[config.mk]
export PLATFORM = sky130hd
export DESIGN_NAME = fpga_exit_reporter
export DESIGN_NICKNAME = d
export VERILOG_FILES = /design/src/rtl/fpga_exit_reporter_pkg.sv /design/src/rtl/fpga_exit_reporter_uart.sv /design/src/rtl/fpga_exit_reporter.sv
export SDC_FILE = /design/constraint.sdc
export NUM_CORES = 1
export LEC_CHECK = 0
export BUFFER_PORTS_ARGS = -buffer_cell sky130_fd_sc_hd__buf_2
export CAP_MARGIN = 25
export CORE_MARGIN = 5
export CORE_UTILIZATION = 30
export CTS_BUF_LIST = sky130_fd_sc_hd__clkbuf_4
export DETAILED_ROUTE_END_ITERATION = 16
export GPL_TIMING_DRIVEN = 0
export PLACE_DENSITY_LB_ADDON = 0.08
export SETUP_SLACK_MARGIN = 0.3
export SLEW_MARGIN = 20
export SYNTH_ARGS = -nofsm -noshare
export SYNTH_HDL_FRONTEND = slang
export SYNTH_SLANG_ARGS = --single-unit
[constraint.sdc]
create_clock -name clk_i -period 3.6 [get_ports clk_i]
set_input_delay 0.36 -clock clk_i [delete_from_list [all_inputs] [get_ports clk_i]]
set_output_delay 0.36 -clock clk_i [all_outputs]
set_load 0.05 [all_outputs]
[src/rtl/fpga_exit_reporter_pkg.sv]
// rtl/fpga_exit_reporter_pkg.sv - shared types and constants for the exit reporter
package fpga_exit_reporter_pkg;

  typedef enum logic [1:0] {
    IDLE  = 2'd0,
    START = 2'd1,
    DATA  = 2'd2,
    STOP  = 2'd3
  } tx_state_e;

  localparam int FRAME_BYTES = 6;
  localparam int LAST_BYTE   = FRAME_BYTES - 1;
  localparam logic [7:0] DEFAULT_SYNC_BYTE = 8'hE5;

  function automatic logic [7:0] xor_checksum(input logic [31:0] value);
    return value[7:0] ^ value[15:8] ^ value[23:16] ^ value[31:24];
  endfunction

endpackage

[src/rtl/fpga_exit_reporter_uart.sv]
// rtl/fpga_exit_reporter_uart.sv - 8N1 byte serializer with valid/ready input
// ready is offered in IDLE and on the last stop-bit cycle, so bytes chain with no gap.
module uart_tx_byte
  import fpga_exit_reporter_pkg::*;
#(
  parameter int CLKS_PER_BIT = 868
) (
  input  logic       clk_i,
  input  logic       rst_i,
  input  logic       s_tvalid_i,
  input  logic [7:0] s_tdata_i,
  output logic       s_tready_o,
  output logic       tx_o,
  output logic       busy_o,
  output logic       done_o,
  output logic       idle_o
);

  localparam int CNT_W = $clog2(CLKS_PER_BIT);
  localparam logic [CNT_W-1:0] CNT_LAST = CNT_W'(CLKS_PER_BIT - 1);

  tx_state_e        state_q, state_d;
  logic [CNT_W-1:0] cnt_q, cnt_d;
  logic [2:0]       bit_q, bit_d;
  logic [7:0]       shreg_q, shreg_d;
  logic             tx_q, busy_q, done_q;
  logic             bit_end;

  assign bit_end    = (cnt_q == CNT_LAST);
  assign s_tready_o = (state_q == IDLE) | ((state_q == STOP) & bit_end);
  assign tx_o       = tx_q;
  assign busy_o     = busy_q;
  assign done_o     = done_q;
  assign idle_o     = (state_q == IDLE);

  always_comb begin
    state_d = state_q;
    cnt_d   = cnt_q;
    bit_d   = bit_q;
    shreg_d = shreg_q;
    if (state_q != IDLE) begin
      cnt_d = bit_end ? '0 : cnt_q + 1'b1;
    end
    case (state_q)
      IDLE: begin
        if (s_tvalid_i) begin
          state_d = START;
          cnt_d   = '0;
          shreg_d = s_tdata_i;
        end
      end
      START: begin
        if (bit_end) begin
          state_d = DATA;
          bit_d   = 3'd0;
        end
      end
      DATA: begin
        if (bit_end) begin
          shreg_d = {1'b0, shreg_q[7:1]};
          bit_d   = bit_q + 3'd1;
          if (bit_q == 3'd7) begin
            state_d = STOP;
          end
        end
      end
      STOP: begin
        if (bit_end) begin
          if (s_tvalid_i) begin
            state_d = START;
            shreg_d = s_tdata_i;
          end else begin
            state_d = IDLE;
          end
        end
      end
      default: state_d = IDLE;
    endcase
  end

  // Line and status are registered from the current state, so they trail it by one cycle.
  always_ff @(posedge clk_i or posedge rst_i) begin
    if (rst_i) begin
      state_q <= IDLE;
      cnt_q   <= '0;
      bit_q   <= 3'd0;
      shreg_q <= 8'h00;
      tx_q    <= 1'b1;
      busy_q  <= 1'b0;
      done_q  <= 1'b0;
    end else begin
      state_q <= state_d;
      cnt_q   <= cnt_d;
      bit_q   <= bit_d;
      shreg_q <= shreg_d;
      tx_q    <= (state_q == START) ? 1'b0 :
                 (state_q == DATA)  ? shreg_q[0] : 1'b1;
      busy_q  <= (state_q != IDLE);
      done_q  <= busy_q & (state_q == IDLE);
    end
  end

endmodule

[src/rtl/fpga_exit_reporter.sv]
// rtl/fpga_exit_reporter.sv - captures the SoC exit word and sends it as a 6-byte UART frame
// Frame: sync, value bytes LSB first, XOR checksum.
module fpga_exit_reporter
  import fpga_exit_reporter_pkg::*;
#(
  parameter int         CLKS_PER_BIT = 868,
  parameter logic [7:0] SYNC_BYTE    = DEFAULT_SYNC_BYTE
) (
  input  logic        clk_i,
  input  logic        rst_i,
  input  logic        exit_valid_i,
  input  logic [31:0] exit_value_i,
  input  logic        tx_enable_i,
  output logic        uart_tx_o,
  output logic        busy_o,
  output logic        done_o,
  output logic        overrun_o
);

  logic        valid_q;
  logic [31:0] value_q, value_d;
  logic [2:0]  idx_q, idx_d;
  logic        active_q, active_d;
  logic        overrun_q, overrun_d;

  logic        rise, accept, tx_idle, tx_busy, tx_done;
  logic        s_tvalid, s_tready, handshake;
  logic [2:0]  byte_sel;
  logic [7:0]  s_tdata;

  assign rise      = exit_valid_i & ~valid_q & tx_enable_i;
  // The done cycle still counts as busy, so a rise there is an overrun.
  assign accept    = rise & tx_idle & ~tx_busy & ~tx_done;
  assign s_tvalid  = accept | active_q;
  assign handshake = s_tvalid & s_tready;
  assign byte_sel  = accept ? 3'd0 : idx_q + 3'd1;

  always_comb begin
    s_tdata = SYNC_BYTE;
    case (byte_sel)
      3'd1:    s_tdata = value_q[7:0];
      3'd2:    s_tdata = value_q[15:8];
      3'd3:    s_tdata = value_q[23:16];
      3'd4:    s_tdata = value_q[31:24];
      3'd5:    s_tdata = xor_checksum(value_q);
      default: s_tdata = SYNC_BYTE;
    endcase
  end

  always_comb begin
    value_d   = value_q;
    idx_d     = idx_q;
    active_d  = active_q;
    overrun_d = overrun_q | (rise & ~accept);
    if (accept) begin
      value_d  = exit_value_i;
      idx_d    = 3'd0;
      active_d = 1'b1;
    end else if (handshake && idx_q < 3'(LAST_BYTE)) begin
      idx_d = idx_q + 3'd1;
      if (idx_q == 3'(LAST_BYTE - 1)) begin
        active_d = 1'b0;
      end
    end
  end

  always_ff @(posedge clk_i or posedge rst_i) begin
    if (rst_i) begin
      valid_q   <= 1'b0;
      value_q   <= 32'h0;
      idx_q     <= 3'd0;
      active_q  <= 1'b0;
      overrun_q <= 1'b0;
    end else begin
      valid_q   <= exit_valid_i;
      value_q   <= value_d;
      idx_q     <= idx_d;
      active_q  <= active_d;
      overrun_q <= overrun_d;
    end
  end

  uart_tx_byte #(
    .CLKS_PER_BIT(CLKS_PER_BIT)
  ) u_uart (
    .clk_i     (clk_i),
    .rst_i     (rst_i),
    .s_tvalid_i(s_tvalid),
    .s_tdata_i (s_tdata),
    .s_tready_o(s_tready),
    .tx_o      (uart_tx_o),
    .busy_o    (tx_busy),
    .done_o    (tx_done),
    .idle_o    (tx_idle)
  );

  assign busy_o    = tx_busy;
  assign done_o    = tx_done;
  assign overrun_o = overrun_q;

endmodule

==> metrics.md <==
| Metric | Value |
|---|---|
| Clock sink count | 64 |
| Remaining Overflow, GRT | 0 |
| RR Startpoint | idx_q[0] |
| Dpl cell area | 3890 um2 |
| CP required | 3930 ps |
| DP Worst Slack | 844 ps |
| Post-DRT Antenna Nets | 0 |
| Routed WL | 9090 um |
| Hold Slack | 104 ps |
| Commonest non-fill, non-tap cells in the layout | nand2_1, dfrtp_1, buf_2 |
| CTS H-tree lvls | 3 |
| Crit path cell chain | clkbuf_1 > inv_1 > ha_1 > clkbuf_1 > nand2b_1 > nor2_1 > a221o_1 > a211oi_1 > o31ai_1 |
| Synthesis Warnings | 0 |
| Yosys reg bits | 64 |
| Ys async rst share | 1.00 |
| Commonest non-fill, non-tap cell in the layout | nand2_1 |
| # hold bufs at CTS | 2 |
| Total track usage | 0.138 |
| Outcome | finished clean |
| Mapped Cells | 383 |
| First-pass GRT wire length | 15,300 um |
| Setup violators final | 0 |
| Net count after synthesis | 430 |
| Number of global-route vias before repair | 2,894 |
| Max VDD drop | 0.000206 V |
| CTS resizes | 0 |
| Post-synth EDFFs | 0 |
| Synth top area share | 0.451 |
| Slew Limit Headroom | 0.587 |
| Layout overhead on the synthesized area | 15.0% |
| Core area | 11,400 um2 |
| Die Span Y | 118 um |
| Logic pwr share | 0.033 |
| Setup_tns | 0 ps |
| Full die area | 13,900 um2 |
| Cell taking the most area after synthesis | dfrtp_1 |
| CTS clk-pin slew, worst paths | 120 ps |
| FILL cells | 1,240 |
| Slew @ Worst Pin | 619 ps |
| DRC Markers | 0 |
| Worst-Skew Late Latency | 430 ps |
| Layout Skew | 17.8 ps |
| Cts bufs inserted | 9 |
| Crit end category | register |
| Diode count | 0 |
| Slew Limit Fails | 0 |
| Total power draw | 1.18 mW |
| DP HPWL | 6570 um |
| Internal reg-to-reg setup slack | 890 ps |
| Drt first pass iters | 4 |
| Final hold vios | 0 |
| Worst EP arrival | 3040 ps |
| Hold Crit Start | exit_value_i[7] |
| CTS tree | done |
| Routability Congestion | 0.816 |
| Initial drt markers | 128 |
| Startpoint Class | register |
| Vias | 2,836 |
| Vias/cell | 4.86 |
| Post-layout min period | 2710 ps |
| RSZ-0062 raised after global routing | false |
| Crit-path slowest cell | clkbuf_1 |
| Syn avg cell area | 9.13 um2 |
| Setup ws final | 889 ps |
| Starting Density | 0.306 |
| Internal power | 0.873 mW |
| CP Class | reg -> reg |
| Synth area leaders | dfrtp_1, nand2_1, xnor3_1 |
| Antenna violations before repair | 0 |
| Final design area excluding fillers | 4020 um2 |
| Max Freq | 369 MHz |
| Crit-path max FO | 9 |
| Sequential Power Share | 0.610 |
| Die width | 118 um |
| Switching power as a share of total power | 0.260 |
| CP dominant cell by count | clkbuf_1 |
| Synthesized cell area | 3500 um2 |
| Synth unique cells | 55 |
| # rows | 39 |
| Clock power share | 0.357 |
| CP peak stage delay | 390 ps |
| Ys flop type | dfrtp_1 |
| Post-CTS setup buffer count | 0 |
| Largest net degree at the start of global routing | 40 |
| NetSw | 0.306 mW |
| Final nets | 483 |
| Clock Path Buffers | 2 |
| P_leak | 1.90 nW |
| Power per standard cell area | 293 nW/um2 |
| Hold Crit Class | in -> reg |
| Layout cell share with drive strength beyond 1 | 0.170 |
| Sequential area share after synthesis | 0.458 |
| Port Buffers | 39 |
| Crit path from | idx_q[0] |
| Clock root buffer master | clkbuf_4 |
| Period utilisation layout | 0.753 |
| MaxCap Viol Count | 0 |
| DR WL/cell | 15.6 um |
| I/O pins | 40 |
cell usage after synthesis (4+ instances only):
cell type  count
xnor3_1        7
o31ai_1        6
nor2_1        23
a221oi_1       5
a21oi_1        6
a41oi_1        4
o21ai_1        7
nand3_1        8
xor2_1         5
nor3_1         6
dfrtp_1       63
ha_1          11
nand2_1      126
clkbuf_1      11
xnor2_1        8
buf_2          8
inv_1          8
o21ai_0       12
routing by layer:
metal | vias up | wire length, um | global-route usage
met4 | 0 | 155 | 0.0602
li1 | 1424 | - | -
met2 | 47 | 4210 | 0.212
met3 | 11 | 340 | 0.0322
met1 | 1354 | 4380 | 0.186
met5 | - | 0 | 0
power by group through the flow:
| stage | Clock, mW | Combinational (mW) | Sequential [mW] |
|---|---|---|---|
| after floorplan | 0 | 0.0116 | 0.733 |
| after global placement | 0 | 0.0357 | 0.733 |
| after detailed placement | 0 | 0.0395 | 0.733 |
| after CTS | 0.451 | 0.0413 | 0.719 |
| after global routing | 0.478 | 0.0460 | 0.720 |
| final | 0.420 | 0.0389 | 0.719 |
area by class of cell:
| class | instances | area (um2) | area share |
|---|---|---|---|
| sequential | 64 | 1600 | 0.399 |
| inverter | 8 | 32.5 | 0.00809 |
| timing repair buffer | 42 | 235 | 0.0585 |
| clock inverter | 7 | 38.8 | 0.00965 |
| clock buffer | 9 | 67.6 | 0.0168 |
| buffer | 19 | 81.3 | 0.0202 |
| multi-input combinational | 292 | 1780 | 0.444 |
| tap | 143 | 179 | 0.0445 |
cells by family (layout without fill, tap and decap cells):
kind of cell    Yosys count  after routing  synth area share
simple gates            190            190             0.239
xor+xnor                 20             20            0.0776
fa+ha+maj                11             11            0.0394
buf+inv                  27             85            0.0318
mux                       5              5            0.0150
compound gates           66             66             0.139
flops                    64             64             0.458
sequential cells by signal, indices dropped and copies added, names as in the netlist:
| signal | flops |
|---|---|
| u_uart.cnt_q | 10 |
| idx_q | 3 |
| u_uart.state_q | 2 |
| active_q | 1 |
| valid_q | 1 |
| u_uart.bit_q | 3 |
| u_uart.done_o | 1 |
| value_q | 32 |
| u_uart.tx_o | 1 |
| overrun_o | 1 |
| u_uart.shreg_q | 8 |
| u_uart.busy_o | 1 |
stage by stage:
stage          cells   util
3_3_place_gp     565  0.339
2_1_floorplan    383      -
3_5_place_dp     566  0.341
4_1_cts          584  0.352
6_report         584  0.352
5_1_grt          584  0.352
path summary, 6_finish.rpt:
kind	endpoint	cells past startpoint
min reg2reg	overrun_o	1
min	value_q[7]	3
max reg2reg	u_uart.shreg_q[4]	9
max in group asynchronous	u_uart.tx_o	4
max	u_uart.shreg_q[4]	9
min in group asynchronous	value_q[23]	3
critical path: cells and delay by family (launching register included):
kind,cells,cell delay [ps]
buffers and inverters,3,890
flip-flops,1,360
AND/OR/NAND/NOR,2,340
AO/OA/AOI/OAI,3,690
adder cells (fa/ha/maj),1,320
No activity file was read; power rests on OpenSTA's default activity.
